`src/rtl/game_flow_ctrl.sv`:
```
// Pong game sequencer: menu, settings, countdown, play, pause, game-over.
// All timing is counted in refresh_tick frames.
module game_flow_ctrl #(
    parameter int FRAMES_PER_SEC = 60,
    parameter int COUNT_SEC      = 3,
    parameter int OVER_HOLD      = 120,
    parameter int SPEED_MIN      = 1,
    parameter int SPEED_MAX      = 8,
    parameter int SPEED_INIT     = 3
) (
    input  logic       clk,
    input  logic       reset,
    input  logic       refresh_tick,
    input  logic       start_pulse,
    input  logic       setting_pulse,
    input  logic       up_pulse,
    input  logic       down_pulse,
    input  logic       game_over,
    output logic [2:0] game_state,
    output logic       game_active,
    output logic [3:0] ball_speed,
    output logic [2:0] countdown,
    output logic       round_clear,
    output logic       over_ready
);

    localparam int FW = (FRAMES_PER_SEC > 1) ? $clog2(FRAMES_PER_SEC) : 1;
    localparam int HW = (OVER_HOLD > 0) ? $clog2(OVER_HOLD + 1) : 1;

    typedef enum logic [2:0] {
        S_MENU  = 3'd0,
        S_SET   = 3'd1,
        S_CNT   = 3'd2,
        S_PLAY  = 3'd3,
        S_PAUSE = 3'd4,
        S_OVER  = 3'd5
    } state_t;

    state_t        state;
    logic [FW-1:0] frame_cnt;
    logic [HW-1:0] hold_cnt;
    logic [HW-1:0] hold_nxt;

    assign game_state  = state;
    assign game_active = (state == S_PLAY);

    // Hold counter saturates at OVER_HOLD rather than wrapping.
    assign hold_nxt = (hold_cnt == HW'(OVER_HOLD)) ? hold_cnt
                                                   : hold_cnt + 1'b1;

    always_ff @(posedge clk) begin
        if (reset) begin
            state       <= S_MENU;
            ball_speed  <= 4'(SPEED_INIT);
            countdown   <= '0;
            frame_cnt   <= '0;
            hold_cnt    <= '0;
            round_clear <= 1'b0;
            over_ready  <= 1'b0;
        end else begin
            round_clear <= 1'b0;
            case (state)
                S_MENU: begin
                    if (start_pulse) begin
                        state       <= S_CNT;
                        countdown   <= 3'(COUNT_SEC);
                        frame_cnt   <= '0;
                        round_clear <= 1'b1;
                    end else if (setting_pulse) begin
                        state <= S_SET;
                    end
                end
                S_SET: begin
                    if (up_pulse && !down_pulse &&
                        ball_speed < 4'(SPEED_MAX))
                        ball_speed <= ball_speed + 4'd1;
                    else if (down_pulse && !up_pulse &&
                             ball_speed > 4'(SPEED_MIN))
                        ball_speed <= ball_speed - 4'd1;
                    if (start_pulse || setting_pulse)
                        state <= S_MENU;
                end
                S_CNT: begin
                    if (setting_pulse) begin
                        state     <= S_MENU;
                        countdown <= '0;
                        frame_cnt <= '0;
                    end else if (refresh_tick) begin
                        if (frame_cnt == FW'(FRAMES_PER_SEC - 1)) begin
                            frame_cnt <= '0;
                            countdown <= countdown - 3'd1;
                            if (countdown == 3'd1)
                                state <= S_PLAY;
                        end else begin
                            frame_cnt <= frame_cnt + 1'b1;
                        end
                    end
                end
                S_PLAY: begin
                    if (game_over) begin
                        state      <= S_OVER;
                        hold_cnt   <= '0;
                        over_ready <= (OVER_HOLD == 0);
                    end else if (start_pulse) begin
                        state <= S_PAUSE;
                    end
                end
                S_PAUSE: begin
                    if (start_pulse)
                        state <= S_PLAY;
                    else if (setting_pulse)
                        state <= S_MENU;
                end
                S_OVER: begin
                    if (start_pulse && over_ready) begin
                        state      <= S_MENU;
                        hold_cnt   <= '0;
                        over_ready <= 1'b0;
                    end else if (refresh_tick) begin
                        hold_cnt   <= hold_nxt;
                        over_ready <= (hold_nxt == HW'(OVER_HOLD));
                    end
                end
                default: begin
                    state      <= S_MENU;
                    countdown  <= '0;
                    frame_cnt  <= '0;
                    hold_cnt   <= '0;
                    over_ready <= 1'b0;
                end
            endcase
        end
    end

endmodule

```
`config.mk`:
```
export PLATFORM = sky130hd
export DESIGN_NAME = game_flow_ctrl
export DESIGN_NICKNAME = d
export VERILOG_FILES = /design/src/rtl/game_flow_ctrl.sv
export SDC_FILE = /design/constraint.sdc
export NUM_CORES = 1
export LEC_CHECK = 0
export CORE_ASPECT_RATIO = 1.1
export CORE_MARGIN = 1.5
export CORE_UTILIZATION = 39
export CTS_CLUSTER_DIAMETER = 80
export DETAILED_ROUTE_END_ITERATION = 16
export MAX_ROUTING_LAYER = met4
export PLACE_DENSITY = 0.72
export SLEW_MARGIN = 30
export SYNTH_ARGS = -nofsm -noshare
export SYNTH_HDL_FRONTEND = slang
export SYNTH_SLANG_ARGS = --single-unit
```
`constraint.sdc`:
```
create_clock -name clk -period 2.3 [get_ports clk]
set_clock_uncertainty 0.2 [all_clocks]
set_input_delay 0.46 -clock clk [delete_from_list [all_inputs] [get_ports clk]]
set_output_delay 0.46 -clock clk [all_outputs]
set_load 0.03 [all_outputs]
```
==> impl_metrics.json <==
{
  "outcome": "finished clean",
  "vdd_ir_drop_max_v": 0.000247,
  "initial_utilization_pct": 41.6,
  "worst-endpoint-required_ns": 1.64,
  "crit_path_end": "game_state[2]",
  "worst_slew_margin_rel_pct": 69.4,
  "design.portCount": 21,
  "seq_area_frac_synth_pct": 32.4,
  "setup.worst_path.class": "register to output pin",
  "dieArea_sq_um": 4350,
  "post_dp_cell_area_sq_um": 1870,
  "portBuffers": 20,
  "finalHoldViolCount": 0,
  "detail_route.iter0.violations": 35,
  "core_area_sq_um": 3710,
  "synth.ff_latch_count": 25,
  "dp.final_hpwl_um": 2450,
  "detail-route-antenna-nets": 0,
  "worst_hold_check_slack_ns": 0.299,
  "horizontal_die_dimension_um": 63.0,
  "cts-htree-levels": 1,
  "timing_worst_slew_pin_value_ns": 0.453,
  "critical_path.max_fanout": 9,
  "synth_simple_gate_area_share_pct": 24.9,
  "synth.distinct_cells": 47,
  "worst_setup_path_end_kind": "output pin",
  "worst_hold_path_type": "register to register",
  "syn-cell-area_sq_um": 1550,
  "antenna-diode-count": 0,
  "placed_cells_incl_taps": 262,
  "drive_above_1_share_pct": 12.5,
  "yosys.area_share.adder_pct": 6.48,
  "number_of_antenna_violations_at_the_first_check_in_global_routing": 0,
  "timing.critical_path.slowest_stage_cell": "sky130_fd_sc_hd__clkdlybuf4s50_1",
  "tritoncts": "yes",
  "clock_latency_on_the_worst_skew_pair_ns": 0.27,
  "routabilityCongestion": 0.868,
  "rr_endpoint": "ball_speed[2]$_SDFFE_PP0P_",
  "maxCapViolations": 0,
  "fin_cells": 266,
  "post-place-ws_ns": -0.113,
  "number_of_instances_in_the_synthesized_netlist": 186,
  "synthesis.nets": 202,
  "clock_tree.buffer_depth": 2,
  "static-leakage-power_nw": 0.768,
  "portion_of_the_clock_cycle_consumed_by_the_worst_path_in_the_final_layout_pct": 95.9,
  "cp-startpoint": "game_state[2]$_SDFFE_PP0P_",
  "cp_slowest_stage_delay_ns": 0.74,
  "viasPerCell": 5.15,
  "synth_largest_area_cell": "sky130_fd_sc_hd__dfxtp_1",
  "finalWirelength_um": 3250,
  "drt_drc_violations_left": 0,
  "synthArstFlopShare_pct": 0,
  "fin_total_pwr_mw": 1.07,
  "xor_and_xnor_area_share_after_synthesis_pct": 7.37,
  "post_drt_wl_per_cell_um": 12.2,
  "setup-violations-final": 0,
  "register_area_sq_um": 503,
  "setup_total_negative_slack_ns": 0,
  "globalRouteOverflowTotal": 0,
  "worst-r2r-cell-count": 7,
  "rsz0062_at_grt": "false",
  "slew_viol_final": 0,
  "worst_r2r_startpoint": "ball_speed[1]$_SDFFE_PP1P_",
  "fmaxAchievable_mhz": 453,
  "path_depth": 1,
  "combinational_family_with_the_most_area_after_synthesis": "simple AND/OR/NAND/NOR gates",
  "synth_top_cells_by_count": "25 x sky130_fd_sc_hd__dfxtp_1, 25 x sky130_fd_sc_hd__nor2_1, 17 x sky130_fd_sc_hd__nand2_1, 11 x sky130_fd_sc_hd__inv_1, 10 x sky130_fd_sc_hd__a21oi_1",
  "arrival_ns": 1.55,
  "synth_compound_area_share_pct": 20.2,
  "largest_delay_share_family_worst_path": "buffers and inverters",
  "setup_ws_ns": 0.0940,
  "yosys_most_used_dff": "sky130_fd_sc_hd__dfxtp_1",
  "grt_pass1_wl_um": 5800,
  "post_cts_buffers": 0,
  "num_rows": 23,
  "clkTransAtPathRegs_ns": 0.09,
  "yosysWarningCount": 0,
  "vias_post_dr": 1371,
  "grt_max_degree": 16,
  "post_synth_main_area_contributors": "sky130_fd_sc_hd__dfxtp_1 32%, sky130_fd_sc_hd__ha_1 6.5%, sky130_fd_sc_hd__nor2_1 6.1%, sky130_fd_sc_hd__nand2_1 4.1%, sky130_fd_sc_hd__xor2_1 4.0%",
  "timing.final.crit_period_ns": 2.21,
  "crit_chain": "clkdlybuf4s50_1",
  "final_cell_area_sq_um": 1930,
  "grt_util_all_layers_pct": 16.6,
  "area_growth_syn_to_layout_pct": 24.7,
  "reg2reg_setup_slack_ns": 0.23,
  "cts_inserted_buffers": 3,
  "numClockSinks": 25,
  "drt_first_pass_iters": 4,
  "first_global_vias": 1295,
  "mux_cell_area_share_after_synthesis_pct": 3.89,
  "num-nets-final": 233,
  "synth_area_per_cell_sq_um": 8.31,
  "cp-start-kind": "register",
  "fp.dieH_um": 69.0,
  "layout.filler_cells": 352,
  "pwr_density_cell_nw_per_um2": 553,
  "fin_util_pct": 51.9,
  "worst-path-buf-inv": 1,
  "area_occupied_by_multi_input_gates_sq_um": 977,
  "synth-edff-count": 0,
  "synth_top_cell_area_share_pct": 32.4,
  "clockRootBuffer": "sky130_fd_sc_hd__clkbuf_8"
}
state kept, by name, indices dropped and copies added, names as in the netlist:
register	cells
countdown	3
ball_speed	4
over_ready	1
frame_cnt	6
hold_cnt	7
game_state	3
round_clear	1
worst register-to-register path, stage by stage, from the launching register on:
cell                       delay (ns)
sky130_fd_sc_hd__dfxtp_1         0.41
sky130_fd_sc_hd__inv_1           0.10
sky130_fd_sc_hd__ha_1            0.20
sky130_fd_sc_hd__nor2_1          0.08
sky130_fd_sc_hd__o311ai_0        0.15
sky130_fd_sc_hd__a211o_4         0.36
sky130_fd_sc_hd__or3_1           0.34
sky130_fd_sc_hd__a21oi_1         0.15
timing repair:
action / 4_1_cts / 5_1_grt
hold endpoints to repair: 0 / 0
pin swaps: 0 / 0
hold buffers: 0 / 0
setup endpoints to repair: 1 / 2
resized for setup: 1 / 2
cell usage in the layout, fill, tap and decap left out, drive strengths merged, types with 2 or more instances in the layout:
cell type / synthesis / layout
or3: 2 / 2
and3: 2 / 2
clkdlybuf4s50: 0 / 18
ha: 8 / 8
o21ai: 7 / 7
nand3b: 3 / 3
a31oi: 2 / 2
xnor2: 6 / 6
nand2b: 3 / 3
nor2b: 2 / 2
nand4: 3 / 3
clkbuf: 1 / 3
buf: 5 / 13
or4: 2 / 2
o311ai: 2 / 2
a211oi: 2 / 2
o211ai: 4 / 4
a21oi: 10 / 10
nand2: 17 / 17
nor3: 4 / 4
a211o: 3 / 3
a22o: 3 / 3
xor2: 7 / 7
dfxtp: 25 / 25
nor2: 25 / 25
mux2i: 6 / 6
inv: 12 / 12
nand3: 5 / 5
worst min-delay path by stage:
stage / start / end / slack [ns] / cells after the start
6_report: hold_cnt[6]$_SDFFE_PP0P_ / hold_cnt[6]$_SDFFE_PP0P_ / 0.30 / 2
5_1_grt: hold_cnt[6]$_SDFFE_PP0P_ / hold_cnt[6]$_SDFFE_PP0P_ / 0.35 / 2
3_5_place_dp: hold_cnt[6]$_SDFFE_PP0P_ / hold_cnt[6]$_SDFFE_PP0P_ / 0.29 / 2
4_1_cts: hold_cnt[6]$_SDFFE_PP0P_ / hold_cnt[6]$_SDFFE_PP0P_ / 0.30 / 2
3_3_place_gp: hold_cnt[6]$_SDFFE_PP0P_ / hold_cnt[6]$_SDFFE_PP0P_ / 0.28 / 2
2_1_floorplan: hold_cnt[6]$_SDFFE_PP0P_ / hold_cnt[6]$_SDFFE_PP0P_ / 0.26 / 2
cell type report:
| type | count | share of cell area [%] |
|---|---|---|
| clock inverters | 1 | 0.390 |
| repair buffers | 32 | 15.1 |
| well taps | 50 | 3.25 |
| clock buffers | 3 | 2.14 |
| inverters | 12 | 2.34 |
| multi-input cells | 143 | 50.7 |
| flip-flops and latches | 25 | 26.1 |
logic make-up after synthesis:
| group | Yosys count |
|---|---|
| AO/OA/AOI/OAI | 42 |
| XOR/XNOR | 13 |
| adder cells (fa/ha/maj) | 8 |
| flip-flops | 25 |
| AND/OR/NAND/NOR | 74 |
| multiplexers | 6 |
| buffers and inverters | 18 |
per-layer routing:
metal / vias to the layer above / wire length, um / track usage (%)
met4: 0 / 28 / 5.93
met3: 4 / 110 / 1.63
met1: 623 / 1620 / 23.4
met2: 24 / 1490 / 24.6
met5: - / 0 / -
li1: 720 / - / -
report_power, final:
part / switching (mW) / total (mW) / internal (mW)
sequential: 0.0362 / 0.493 / 0.457
clock: 0.148 / 0.271 / 0.123
combinational: 0.161 / 0.301 / 0.140
No activity file was read; power rests on OpenSTA's default activity.
